**src/rtl/vga_plot_engine_if.sv**
```systemverilog
// Plot/clear request inputs and framebuffer write port of the VGA plot engine.
// The master side drives requests; the slave side is the engine.
interface vga_plot_engine_if #(
    parameter int unsigned X_BITS     = 8,
    parameter int unsigned Y_BITS     = 7,
    parameter int unsigned COLOR_BITS = 3
);
    logic                  plot;
    logic                  clear_req;
    logic [15:0]           color;
    logic [15:0]           coord;
    logic [X_BITS-1:0]     fb_x;
    logic [Y_BITS-1:0]     fb_y;
    logic [COLOR_BITS-1:0] fb_color;
    logic                  fb_write;
    logic                  busy;
    logic                  done;
    logic                  range_error;
    logic                  overrun;

    modport master (
        output plot, clear_req, color, coord,
        input  fb_x, fb_y, fb_color, fb_write, busy, done, range_error, overrun
    );

    modport slave (
        input  plot, clear_req, color, coord,
        output fb_x, fb_y, fb_color, fb_write, busy, done, range_error, overrun
    );
endinterface

```
**src/rtl/vga_plot_engine.sv**
```systemverilog
// Turns edge-triggered plot/clear requests into framebuffer pixel writes,
// with a single-deep pending buffer for plots that arrive while busy.
module vga_plot_engine #(
    parameter int unsigned           WIDTH       = 160,
    parameter int unsigned           HEIGHT      = 120,
    parameter int unsigned           X_BITS      = 8,
    parameter int unsigned           Y_BITS      = 7,
    parameter int unsigned           COLOR_BITS  = 3,
    parameter logic [COLOR_BITS-1:0] CLEAR_COLOR = '0
) (
    input logic              clock,
    input logic              resetn,
    vga_plot_engine_if.slave bus
);

    typedef enum logic [1:0] {
        S_IDLE,
        S_PLOT,
        S_ACK,
        S_CLEAR
    } state_t;

    state_t r_state;
    state_t w_next;

    logic r_plot_q;
    logic r_clear_q;
    logic w_plot_edge;
    logic w_clear_edge;

    logic [7:0]            w_new_x;
    logic [7:0]            w_new_y;
    logic [COLOR_BITS-1:0] w_new_c;
    logic                  w_unused;

    logic [X_BITS-1:0]     r_act_x;
    logic [Y_BITS-1:0]     r_act_y;
    logic [COLOR_BITS-1:0] r_act_c;

    logic [7:0]            r_pend_x;
    logic [7:0]            r_pend_y;
    logic [COLOR_BITS-1:0] r_pend_c;
    logic                  r_pend_valid;
    logic                  r_overrun;
    logic                  r_range_err;

    logic [X_BITS-1:0]     r_sx;
    logic [Y_BITS-1:0]     r_sy;
    logic                  w_sweep_last;
    logic                  w_row_last;

    logic [X_BITS-1:0]     r_hold_x;
    logic [Y_BITS-1:0]     r_hold_y;
    logic [COLOR_BITS-1:0] r_hold_c;

    logic [7:0]            w_req_x;
    logic [7:0]            w_req_y;
    logic [COLOR_BITS-1:0] w_req_c;
    logic                  w_check;
    logic                  w_in_range;
    logic                  w_pend_take;
    logic                  w_start_clear;
    logic                  w_to_pend;

    assign w_plot_edge  = bus.plot & ~r_plot_q;
    assign w_clear_edge = bus.clear_req & ~r_clear_q;

    assign w_new_x  = bus.coord[15:8];
    assign w_new_y  = bus.coord[7:0];
    assign w_new_c  = bus.color[COLOR_BITS-1:0];
    assign w_unused = ^bus.color[15:COLOR_BITS];

    assign w_row_last   = (r_sx == X_BITS'(WIDTH - 1));
    assign w_sweep_last = w_row_last && (r_sy == Y_BITS'(HEIGHT - 1));

    // A plot edge goes straight to the active latch only when IDLE can act on
    // it this cycle; a coincident clear wins and the plot waits in the buffer.
    assign w_to_pend = w_plot_edge && !((r_state == S_IDLE) && !w_clear_edge);

    always_ff @(posedge clock or negedge resetn) begin
        if (!resetn) begin
            r_plot_q  <= 1'b0;
            r_clear_q <= 1'b0;
        end else begin
            r_plot_q  <= bus.plot;
            r_clear_q <= bus.clear_req;
        end
    end

    always_ff @(posedge clock or negedge resetn) begin
        if (!resetn) begin
            r_state <= S_IDLE;
        end else begin
            r_state <= w_next;
        end
    end

    always_comb begin
        w_next        = r_state;
        w_req_x       = w_new_x;
        w_req_y       = w_new_y;
        w_req_c       = w_new_c;
        w_check       = 1'b0;
        w_pend_take   = 1'b0;
        w_start_clear = 1'b0;
        w_in_range    = (32'(w_req_x) < WIDTH) && (32'(w_req_y) < HEIGHT);
        case (r_state)
            S_IDLE: begin
                if (w_clear_edge) begin
                    w_next        = S_CLEAR;
                    w_start_clear = 1'b1;
                end else if (w_plot_edge) begin
                    w_check = 1'b1;
                end else if (r_pend_valid) begin
                    w_check     = 1'b1;
                    w_pend_take = 1'b1;
                    w_req_x     = r_pend_x;
                    w_req_y     = r_pend_y;
                    w_req_c     = r_pend_c;
                end
                w_in_range = (32'(w_req_x) < WIDTH) && (32'(w_req_y) < HEIGHT);
                if (w_check && w_in_range) begin
                    w_next = S_PLOT;
                end
            end
            S_PLOT:  w_next = S_ACK;
            S_ACK:   w_next = S_IDLE;
            S_CLEAR: begin
                if (w_sweep_last) begin
                    w_next = S_ACK;
                end
            end
            default: w_next = S_IDLE;
        endcase
    end

    always_ff @(posedge clock or negedge resetn) begin
        if (!resetn) begin
            r_act_x      <= '0;
            r_act_y      <= '0;
            r_act_c      <= '0;
            r_pend_x     <= '0;
            r_pend_y     <= '0;
            r_pend_c     <= '0;
            r_pend_valid <= 1'b0;
            r_overrun    <= 1'b0;
            r_range_err  <= 1'b0;
        end else begin
            // Truncation happens only here, after the full-width range check.
            if (w_check) begin
                r_act_x <= X_BITS'(w_req_x);
                r_act_y <= Y_BITS'(w_req_y);
                r_act_c <= w_req_c;
            end
            if (w_to_pend) begin
                r_pend_x     <= w_new_x;
                r_pend_y     <= w_new_y;
                r_pend_c     <= w_new_c;
                r_pend_valid <= 1'b1;
                if (r_pend_valid) begin
                    r_overrun <= 1'b1;
                end
            end else if (w_pend_take) begin
                r_pend_valid <= 1'b0;
            end
            r_range_err <= w_check && !w_in_range;
        end
    end

    always_ff @(posedge clock or negedge resetn) begin
        if (!resetn) begin
            r_sx     <= '0;
            r_sy     <= '0;
            r_hold_x <= '0;
            r_hold_y <= '0;
            r_hold_c <= '0;
        end else begin
            if (w_start_clear) begin
                r_sx <= '0;
                r_sy <= '0;
            end else if (r_state == S_CLEAR) begin
                if (w_row_last) begin
                    r_sx <= '0;
                    r_sy <= r_sy + 1'b1;
                end else begin
                    r_sx <= r_sx + 1'b1;
                end
            end
            if (r_state == S_PLOT) begin
                r_hold_x <= r_act_x;
                r_hold_y <= r_act_y;
                r_hold_c <= r_act_c;
            end else if (r_state == S_CLEAR) begin
                r_hold_x <= r_sx;
                r_hold_y <= r_sy;
                r_hold_c <= CLEAR_COLOR;
            end
        end
    end

    always_comb begin
        bus.fb_write = 1'b0;
        bus.fb_x     = r_hold_x;
        bus.fb_y     = r_hold_y;
        bus.fb_color = r_hold_c;
        case (r_state)
            S_PLOT: begin
                bus.fb_write = 1'b1;
                bus.fb_x     = r_act_x;
                bus.fb_y     = r_act_y;
                bus.fb_color = r_act_c;
            end
            S_CLEAR: begin
                bus.fb_write = 1'b1;
                bus.fb_x     = r_sx;
                bus.fb_y     = r_sy;
                bus.fb_color = CLEAR_COLOR;
            end
            default: ;
        endcase
    end

    assign bus.busy        = (r_state != S_IDLE);
    assign bus.done        = (r_state == S_ACK);
    assign bus.range_error = r_range_err;
    assign bus.overrun     = r_overrun;

endmodule

```
**src/flat_wrapper.sv**
```systemverilog
// flat-port wrapper written by rule: the top's interface ports become plain ports
module vga_plot_engine_flat 
#(
    parameter int unsigned           WIDTH       = 160,
    parameter int unsigned           HEIGHT      = 120,
    parameter int unsigned           X_BITS      = 8,
    parameter int unsigned           Y_BITS      = 7,
    parameter int unsigned           COLOR_BITS  = 3,
    parameter logic [COLOR_BITS-1:0] CLEAR_COLOR = '0
)
  (clock, resetn, bus_plot, bus_clear_req, bus_color, bus_coord, bus_fb_x, bus_fb_y, bus_fb_color, bus_fb_write, bus_busy, bus_done, bus_range_error, bus_overrun);
  vga_plot_engine_if #(.X_BITS(X_BITS), .Y_BITS(Y_BITS), .COLOR_BITS(COLOR_BITS)) bus_i ();
  input logic clock;
  input logic resetn;
  input wire logic [$bits(bus_i.plot)-1:0] bus_plot;
  input wire logic [$bits(bus_i.clear_req)-1:0] bus_clear_req;
  input wire logic [$bits(bus_i.color)-1:0] bus_color;
  input wire logic [$bits(bus_i.coord)-1:0] bus_coord;
  output wire logic [$bits(bus_i.fb_x)-1:0] bus_fb_x;
  output wire logic [$bits(bus_i.fb_y)-1:0] bus_fb_y;
  output wire logic [$bits(bus_i.fb_color)-1:0] bus_fb_color;
  output wire logic [$bits(bus_i.fb_write)-1:0] bus_fb_write;
  output wire logic [$bits(bus_i.busy)-1:0] bus_busy;
  output wire logic [$bits(bus_i.done)-1:0] bus_done;
  output wire logic [$bits(bus_i.range_error)-1:0] bus_range_error;
  output wire logic [$bits(bus_i.overrun)-1:0] bus_overrun;
  assign bus_i.plot = bus_plot;
  assign bus_i.clear_req = bus_clear_req;
  assign bus_i.color = bus_color;
  assign bus_i.coord = bus_coord;
  assign bus_fb_x = bus_i.fb_x;
  assign bus_fb_y = bus_i.fb_y;
  assign bus_fb_color = bus_i.fb_color;
  assign bus_fb_write = bus_i.fb_write;
  assign bus_busy = bus_i.busy;
  assign bus_done = bus_i.done;
  assign bus_range_error = bus_i.range_error;
  assign bus_overrun = bus_i.overrun;
  vga_plot_engine #(.WIDTH(WIDTH), .HEIGHT(HEIGHT), .X_BITS(X_BITS), .Y_BITS(Y_BITS), .COLOR_BITS(COLOR_BITS), .CLEAR_COLOR(CLEAR_COLOR)) u_core (.clock(clock), .resetn(resetn), .bus(bus_i));
endmodule
```
**config.mk**
```make
export PLATFORM = sky130hd
export DESIGN_NAME = vga_plot_engine_flat
export DESIGN_NICKNAME = d
export VERILOG_FILES = /design/src/rtl/vga_plot_engine_if.sv /design/src/rtl/vga_plot_engine.sv /design/src/flat_wrapper.sv
export SDC_FILE = /design/constraint.sdc
export NUM_CORES = 1
export LEC_CHECK = 0
export ABC_AREA = 1
export BUFFER_PORTS_ARGS = -buffer_cell sky130_fd_sc_hd__buf_2
export CORE_MARGIN = 2
export CORE_UTILIZATION = 45
export CTS_CLUSTER_SIZE = 8
export DETAILED_ROUTE_END_ITERATION = 10
export PLACE_DENSITY_LB_ADDON = 0.12
export SLEW_MARGIN = 25
export SYNTH_ARGS = -nofsm -noshare
export SYNTH_HDL_FRONTEND = slang
export SYNTH_SLANG_ARGS = --single-unit
export TNS_END_PERCENT = 10
```
**constraint.sdc**
```tcl
create_clock -name clock -period 3.51 [get_ports clock]
set_input_delay 0.702 -clock clock [delete_from_list [all_inputs] [get_ports clock]]
set_output_delay 0.702 -clock clock [all_outputs]
set_load 0.01 [all_outputs]
```
==> metrics.cfg, run 1 <==
[route]
routed-via-count=2902
viasPerCell=5.06
firstDrtPassIters=5
drc=0
drt-total-wl_um=7590
ant_nets=0
dr_wl_met2_um=3370
route.met3.wl_um=303
wl_met1_um=3860
wl_per_cell_um=13.2
drt_iter0_drc=173
top_layer=met4

[timing]
holdWs_ns=0.375
drv_slew=0
post-route-period-util_pct=79.4
finalSetupViolations=0
worst_slew_margin_rel_pct=53.7
final.setup_skew_ns=0.00828
fmax_mhz=359
fin_crit_ns=2.79
tightestPinTransition_ns=0.694
rsz0062_at_grt=no
tns_ns=0
hold_viol_final=0

[cells_and_area]
drive_gt1_share_pct=16.9
fillers=732
syn2layout_area_growth_pct=16.0
nets=505
diodes=0
finish.utilization_pct=54.2

[synthesis]
syn-cell-area_mm2=0.00365
ys_seq_area_share_pct=52.8
synth_nets=464
yosysTopAreaCell=dfrtp_1
synth_area_leaders=dfrtp_1 53%, nand2_1 8.8%, o21ai_0 8.8%, inv_1 7.5%, o221ai_1 3.8%
ys_warn_count=0
synth.avg_cell_area_um2=8.56
syn_inst=426
synthDistinctLibCells=31
synth_seq_cells=77
synth_top_cell_area_share_pct=52.8

[global_routing]
overflow=0
grt_max_degree=78
grt_use_total_pct=19.0
antenna_found_initial=0
grt_first_pass_wirelength_um=13000
grt_pass1_vias=2634

[floorplan]
dieWidth_um=94.0
io_pins=59
start_util_pct=46.7
die_area_mm2=0.00884
die_h_um=94.0
floorplan.core_area_mm2=0.00781
num_rows=32

[worst_setup_path]
worstPathArrival_ns=2.09
reg2reg_to=u_core.r_sx[7]$_DFFE_PN0P_
reg2reg_depth=8
crit_fanout=21
worstSetupStartpointType=flip-flop
crit_slowest_cell=dfrtp_1
cp.buffers_inverters=3
critPathTopFamily=buffers and inverters
cp.depth=5
r2r-start=u_core.r_state[0]$_DFFE_PN0P_
cp-startpoint=u_core.r_state[0]$_DFFE_PN0P_
required_ns=2.81
cp-endpoint=bus_fb_color[0]
path_cells=inv_1 -> nor2_1 -> inv_1 -> o21ai_0 -> buf_2
worst-r2r-setup-slack_ns=1.51
cp_common_cell=inv_1
cpPeakStageDelay_ns=0.47
worstSetupEndpointType=primary output
worstSetupPathType=flip-flop to primary output

[run_status]
status=complete, no violations

[worst_hold_path]
hold_path_class=primary input to asynchronous set/reset pin

[power]
p_leak_nw=2.14
peakVddDrop_uv=281
p_per_area_mw_per_mm2=857

[clock_tree]
hold_buffers=0
root_buffer=clkbuf_8
cts-buffers-inserted=9
h-tree-depth=3
clockBufferDepth=2
cts_setup_buffers=0
postCtsResizedCells=0
insertion_delay_ns=0.34
cts_tree=yes
clkTransAtPathRegs_ns=0.07
cts_sinks=77

[place]
place_hpwl_um=5270
portBuffers=45
gp_congestion=0.789

[run]
cap_violations=0

layer usage:
metal	up-vias	global-route usage [%]
li1	1485	-
met1	1350	28.8
met2	63	27.2
met3	4	4.41
met4	0	5.07
met5	-	0
worst min-delay path by stage:
stage,endpoint,slack [ns],depth (start not counted)
CTS,u_core.r_plot_q$_DFF_PN0_,0.48,1
global placement,u_core.bus.overrun$_DFFE_PN0P_,0.46,1
global route,u_core.r_hold_y[6]$_DFFE_PN0N_,0.43,1
detailed placement,u_core.bus.overrun$_DFFE_PN0P_,0.46,1
floorplan,u_core.bus.overrun$_DFFE_PN0P_,0.41,0
finish,u_core.r_hold_y[6]$_DFFE_PN0N_,0.38,1
cell families after synthesis:
family,share of synthesized area [%]
AO/OA/AOI/OAI,19.1
AND/OR/NAND/NOR,16.8
flip-flops,52.8
adder cells (fa/ha/maj),0.686
XOR/XNOR,0.240
buffers and inverters,10.3
flip-flops by register name, indices dropped and copies added, names as in the netlist, 7 cells and up:
signal           count
u_core.r_pend_x      8
u_core.r_sy          7
u_core.r_act_x       8
u_core.r_hold_y      7
u_core.r_act_y       7
u_core.r_pend_y      8
u_core.r_sx          8
u_core.r_hold_x      8
area by class of cell:
cell class	instances	area, um2	share of cell area, %
inverter	76	285	6.74
sequential	77	1930	45.5
multi-input combinational	255	1350	31.8
tap	102	128	3.01
clock inverter	6	158	3.72
timing repair buffer	48	254	6.00
clock buffer	10	138	3.25
metrics by stage:
| step | total power [W] | setup slack, ns | instance area, um2 | std cells |
|---|---|---|---|---|
| 2_1_floorplan | 0.00230 | 1.48 | 3650 | 426 |
| 3_3_place_gp | 0.00266 | 1.08 | 3940 | 558 |
| 3_5_place_dp | 0.00270 | 1.06 | 3940 | 558 |
| 4_1_cts | 0.00367 | 0.674 | 4230 | 574 |
| 5_1_grt | 0.00393 | 0.454 | 4230 | 574 |
| 6_report | 0.00363 | 0.723 | 4230 | 574 |
synth_stat cells:
cell	number
nand2_1	86
dfrtp_1	77
inv_1	73
o21ai_0	64
a21oi_1	20
o221ai_1	16
o211ai_1	14
nor2_1	11
clkbuf_1	8
nand3_1	8
nand4_1	8
buf_2	6
nand2_2	5
nor3_1	5
inv_2	3
a31oi_1	2
buf_4	2
ha_1	2
nand2_4	2
nor2_2	2
nor3_4	2
and3b_1	1
buf_6	1
clkbuf_2	1
nand3_2	1
nor2_4	1
o21ai_1	1
o21bai_1	1
o22ai_1	1
or2_1	1
xor2_1	1
cell usage in the layout (no fill, tap or decap):
cell type   synthesis  layout
inv_2               3       3
o221ai_1           16      16
clkinvlp_4          0       1
or2_1               1       1
o211ai_1           14      14
buf_6               1       1
nand3_2             1       1
nor3_4              2       2
dfrtp_1            77      77
nand2_1            86      86
a21oi_1            20      20
nand4_1             8       8
nor2_4              1       1
o22ai_1             1       1
nand2_4             2       2
nor2_1             11      11
o21bai_1            1       1
o21ai_0            64      64
nor3_1              5       5
buf_4               2       3
o21ai_1             1       1
and3b_1             1       1
ha_1                2       2
nand2_2             5       5
nand3_1             8       8
a31oi_1             2       2
inv_1              73      73
bufinv_16           0       5
xor2_1              1       1
nor2_2              2       2
buf_2               6      44
clkbuf_8            0      10
worst register-to-register path, stage by stage, from the launching register on:
cell,delay [ns]
dfrtp_1,0.47
nand2_1,0.40
buf_4,0.35
nand2_2,0.16
nand2_1,0.09
inv_1,0.11
nand2_1,0.08
nor3_1,0.15
nor3_1,0.08
report_power, final:
| group | leakage (nW) | internal (W) | switching (W) | total [W] |
|---|---|---|---|---|
| Clock | 0.143 | 0.000636 | 0.000323 | 0.000959 |
| Combinational | 1.03 | 0.000451 | 0.000851 | 0.00130 |
| Sequential | 0.963 | 0.00122 | 0.000150 | 0.00137 |
| Total | 2.14 | 0.00230 | 0.00132 | 0.00363 |
Note: power is estimated with default switching activity, not from simulation.
==> run 2: changes to the inputs <==
- clock period: 3.51 -> 2.4 ns (I/O delays scaled with it)
==> run 2 against run 1 <==
  * Setup slack got worse by 0.62 ns
  * Sequential share of layout area decreased by 0.11 points
  * Clock skew decreased by 0.0013 ns
  * Power increased by 42%
  * Largest power group unchanged
  * Register-to-register slack got worse by 0.82 ns
  * First-iteration DRC count decreased by 30%
  * Final cell count increased by 1.0%
  * Largest cell class unchanged
  * Global-route usage increased by 0.18 points
  * Core utilization increased by 0.13 points
  * Sequential power increased by 47%
  * Critical path depth unchanged
==> metrics.cfg, run 2 (synthesis results as in run 1) <==
[route]
viasPerCell=5.09
drt_iter0_drc=121
drc=0
route.met3.wl_um=289
drt-total-wl_um=7890
firstDrtPassIters=4
ant_nets=0
top_layer=met4
wl_per_cell_um=13.6
wl_met1_um=4070
dr_wl_met2_um=3400
routed-via-count=2955

[worst_setup_path]
path_cells=inv_1 -> nor2_4 -> clkinvlp_4 -> o221ai_1 -> buf_2
reg2reg_depth=7
crit_fanout=6
worstPathArrival_ns=1.82
reg2reg_to=u_core.r_act_y[3]$_DFFE_PN0P_
cpPeakStageDelay_ns=0.48
r2r-start=u_core.r_pend_valid$_DFFE_PN0P_
crit_slowest_cell=dfrtp_1
worstSetupStartpointType=flip-flop
worstSetupEndpointType=primary output
required_ns=1.92
worst-r2r-setup-slack_ns=0.69
worstSetupPathType=flip-flop to primary output

[run]
cap_violations=0

[worst_hold_path]
hold_path_class=primary input to asynchronous set/reset pin

[clock_tree]
root_buffer=clkbuf_8
cts-buffers-inserted=9
cts_sinks=77
h-tree-depth=3
clkTransAtPathRegs_ns=0.08
clockBufferDepth=2
cts_tree=yes
insertion_delay_ns=0.35

[power]
p_sw_w=0.00199
p_clk_share_pct=22.1
peakVddDrop_uv=501
internal_power_w=0.00316
p_per_area_mw_per_mm2=1210
pwr-share-seq_pct=39.0
p_leak_nw=2.13
swShare_pct=38.6
p_comb_share_pct=38.9

[global_routing]
antenna_found_initial=0
grt_first_pass_wirelength_um=13100
grt_use_total_pct=19.2
grt_pass1_vias=2742
grt_max_degree=45
overflow=0

[cells_and_area]
diodes=0
final_common_cell=nand2_1
drive_gt1_share_pct=18.4
final_cell_mix=86 x nand2_1, 77 x dfrtp_1, 72 x inv_1
syn2layout_area_growth_pct=16.3
nets=512

[floorplan]
start_util_pct=46.7
die_h_um=94.0
io_pins=59
num_rows=32
dieWidth_um=94.0
die_area_mm2=0.00884
floorplan.core_area_mm2=0.00781

[timing]
post-route-period-util_pct=95.9
finalSetupViolations=0
holdWs_ns=0.0764
tightestPinTransition_ns=0.471
tns_ns=0
drv_slew=0
worst_slew_margin_rel_pct=68.6
final.setup_skew_ns=0.00697
fmax_mhz=434
hold_viol_final=0
fin_crit_ns=2.30
rsz0062_at_grt=no

[place]
place_hpwl_um=5420
gp_congestion=0.792
portBuffers=45

[run_status]
status=complete, no violations

[run 2: cell count changes in the layout (fill, tap and decap cells not counted)]
cell	delta
buf_12	+1
buf_4	+5
buf_6	-1
bufinv_16	-3
clkbuf_8	+2
clkinvlp_4	+3
inv_1	-1
nor2_1	-1
nor2_4	+1
[run 2: critical path, delay by kind of cell (launching register included)]
kind | cells | cell delay (ns)
buf+inv | 3 | 0.52
simple gates | 1 | 0.22
compound gates | 1 | 0.25
flops | 1 | 0.48
[run 2: area by class of cell]
cell class | count | area (um2)
inverter | 76 | 289
clock inverter | 3 | 67.6
multi-input combinational | 255 | 1350
timing repair inverter | 2 | 15.0
fill | 736 | 3560
tap | 102 | 128
timing repair buffer | 53 | 300
sequential | 77 | 1930
clock buffer | 12 | 165
[run 2: worst max-delay path by stage]
| stage | to | start | slack, ns | cells past startpoint |
|---|---|---|---|---|
| floorplan | bus_fb_color[0] | u_core.r_state[0]$_DFFE_PN0P_ | 0.60 | 5 |
| global placement | bus_fb_y[1] | u_core.r_state[0]$_DFFE_PN0P_ | 0.47 | 5 |
| detailed placement | bus_fb_y[1] | u_core.r_state[0]$_DFFE_PN0P_ | 0.45 | 5 |
| CTS | bus_fb_y[1] | u_core.r_state[0]$_DFFE_PN0P_ | 0.07 | 5 |
| global route | bus_fb_y[1] | u_core.r_state[0]$_DFFE_PN0P_ | 0.02 | 5 |
| finish | bus_fb_y[1] | u_core.r_state[0]$_DFFE_PN0P_ | 0.1 | 5 |
[run 2: stage by stage]
step | utilization, % | cells | power, W | setup WS (ns) | cell area, um2
after floorplan | - | 426 | 0.00337 | 0.595 | 3650
after detailed placement | 50.8 | 561 | 0.00397 | 0.450 | 3970
final | 54.4 | 580 | 0.00515 | 0.0978 | 4240
after CTS | 53.8 | 576 | 0.00511 | 0.0658 | 4200
after global routing | 54.4 | 580 | 0.00556 | 0.0203 | 4240
after global placement | 50.8 | 561 | 0.00391 | 0.471 | 3970
[run 2: timing repair]
| action | in CTS | in global routing |
|---|---|---|
| setup endpoints to repair | 0 | 12 |
| buffers inserted | 0 | 2 |
| hold buffers | 0 | 0 |
| resized for setup | 0 | 5 |
| hold endpoints to repair | 0 | 0 |
[run 2: routing by layer]
layer	up-vias	GRT usage [%]
met5	-	0
met4	0	8.45
met1	1385	29.1
met2	65	27.0
li1	1495	-
met3	10	2.89
[run 2: power groups by stage]
stage / logic (W) / clock network (W) / registers (W)
final: 0.00200 / 0.00114 / 0.00201
after global routing: 0.00228 / 0.00121 / 0.00206
after CTS: 0.00195 / 0.00116 / 0.00200
after detailed placement: 0.00194 / 0 / 0.00203
after global placement: 0.00190 / 0 / 0.00201
after floorplan: 0.00140 / 0 / 0.00196
==> run 3: changes to the inputs <==
- clock period: 2.4 -> 2.3 ns (I/O delays scaled with it)
==> run 3 against run 2 <==
  * Power fell by 0.55%
  * Setup slack improved by 0.033 ns
  * Core utilization fell by 0.95 points
  * Wire length fell by 3.8%
  * Flip-flop and latch count did not move
  * Global-route usage fell by 0.12 points
  * Design area fell by 1.7%
  * Sequential share of layout area rose by 0.80 points
  * Clock skew barely moved
  * Via count fell by 2.6%
  * First-iteration DRC count rose by 17%
  * Clock power fell by 11%
  * Highest routed layer unchanged
==> metrics.cfg, run 3 (synthesis results as in run 1) <==
[run_status]
status=complete, no violations

[timing]
final.setup_skew_ns=0.00675
fin_crit_ns=2.17
drv_slew=0
tightestPinTransition_ns=0.432
worst_slew_margin_rel_pct=71.2
tns_ns=0
hold_viol_final=0
post-route-period-util_pct=94.3
fmax_mhz=461
rsz0062_at_grt=no
finalSetupViolations=0

[place]
portBuffers=45
dp_cells=562
place_hpwl_um=5320
dpl_cell_area_mm2=0.00398
gp_congestion=0.826

[clock_tree]
h-tree-depth=3
clkTransAtPathRegs_ns=0.08
clockBufferDepth=2
cts_setup_buffers=0
cts_sinks=77
cts-buffers-inserted=9
root_buffer=clkbuf_8
cts_tree=yes
insertion_delay_ns=0.34

[route]
drt_iter0_drc=141
drc=0
viasPerCell=4.98
ant_nets=0
drt-total-wl_um=7590
firstDrtPassIters=4
wl_per_cell_um=13.1
routed-via-count=2877

[floorplan]
die_area_mm2=0.00884
num_rows=32
floorplan.core_area_mm2=0.00781
dieWidth_um=94.0
io_pins=59
die_h_um=94.0
start_util_pct=46.7

[cells_and_area]
design_area_mm2=0.00417
multi_input_area_mm2=0.00135
nets=509
seq_area_mm2=0.00193
syn2layout_area_growth_pct=14.3
final_cell_mix=86 x nand2_1, 77 x dfrtp_1, 72 x inv_1
diodes=0
final_common_cell=nand2_1
drive_gt1_share_pct=17.4
fillers=746
instances_no_fill=578

[worst_setup_path]
required_ns=1.84
worstSetupEndpointType=primary output
cp.buffers_inverters=3
reg2reg_to=u_core.r_state[0]$_DFFE_PN0P_
cp-endpoint=bus_fb_y[1]
reg2reg_depth=9
crit_fanout=21
worst-r2r-setup-slack_ns=0.57
worstPathArrival_ns=1.71
worstSetupPathType=flip-flop to primary output
worstSetupStartpointType=flip-flop
cpPeakStageDelay_ns=0.47
critPathTopFamily=flip-flops
r2r-start=u_core.r_plot_q$_DFF_PN0_
cp.depth=5
cp-startpoint=u_core.r_state[0]$_DFFE_PN0P_
path_cells=inv_1 -> nor2_1 -> inv_2 -> o221ai_1 -> buf_2
crit_slowest_cell=dfrtp_1

[global_routing]
antenna_found_initial=0
grt_use_total_pct=19.0
grt_max_degree=48
grt_first_pass_wirelength_um=13200
grt_pass1_vias=2728
overflow=0

[power]
peakVddDrop_uv=425
p_leak_nw=2.11
p_per_area_mw_per_mm2=1230

[run]
cap_violations=0

[worst_hold_path]
hold_path_class=primary input to asynchronous set/reset pin

==> run 3: changes by cell type in the layout (fill, tap and decap cells not counted) <==
cell        before  now
clkbuf_8        12   10
o21ai_0         64   62
o21ai_1          1    3
nor2_1          10   11
clkinvlp_4       4    1
inv_2            3    4
nor2_4           2    1
buf_4            8    7
clkinv_2         0    2
clkbuf_1         0    2
bufinv_16        2    1
==> run 3: worst min path at each step <==
stage	start	endpoint	slack (ns)	cells past startpoint
5_1_grt	resetn	u_core.r_hold_x[7]$_DFFE_PN0N_	0.07	1
3_3_place_gp	resetn	u_core.r_hold_y[6]$_DFFE_PN0N_	0.44	1
3_5_place_dp	resetn	u_core.r_hold_y[6]$_DFFE_PN0N_	0.43	1
2_1_floorplan	resetn	u_core.bus.overrun$_DFFE_PN0P_	0.16	0
6_report	resetn	u_core.r_sy[0]$_DFFE_PN0P_	0.06	1
4_1_cts	resetn	u_core.r_hold_y[6]$_DFFE_PN0N_	0.05	1
==> run 3: timing repair <==
action,CTS,global route
endpoints found under the setup margin,2,2
pin swaps,0,0
hold buffers,0,0
gates resized for setup,1,2
==> run 3: through the flow <==
| stage | setup WS, ns | hold WS, ns | utilization, % | total power, W |
|---|---|---|---|---|
| 2_1_floorplan | 0.515 | 0.164 | - | 0.00351 |
| 3_3_place_gp | 0.390 | 0.439 | 50.9 | 0.00408 |
| 3_5_place_dp | 0.384 | 0.435 | 50.9 | 0.00413 |
| 4_1_cts | 0.160 | 0.0544 | 53.4 | 0.00516 |
| 5_1_grt | 0.00124 | 0.0730 | 53.4 | 0.00557 |
| 6_report | 0.131 | 0.0552 | 53.4 | 0.00512 |
==> run 3: area by class of cell <==
cell class / count / area share (%)
Multi-Input combinational cell: 255 / 32.3
Tap cell: 102 / 3.06
Clock inverter: 4 / 1.14
Timing Repair Buffer: 52 / 7.02
Inverter: 76 / 6.84
Clock buffer: 12 / 3.48
Sequential cell: 77 / 46.2
==> run 3: power by group <==
| group | leakage (nW) | internal, W | switching [W] |
|---|---|---|---|
| Sequential | 0.963 | 0.00186 | 0.000234 |
| Combinational | 1.05 | 0.000714 | 0.00130 |
| Clock | 0.0964 | 0.000529 | 0.000486 |
==> run 3: routing by layer <==
layer,routed length [um],global-route usage [%],vias to the layer above
met3,266,4.09,9
met2,3230,26.8,47
li1,-,-,1501
met1,3990,28.9,1320
met4,101,6.64,0
met5,0,0,-
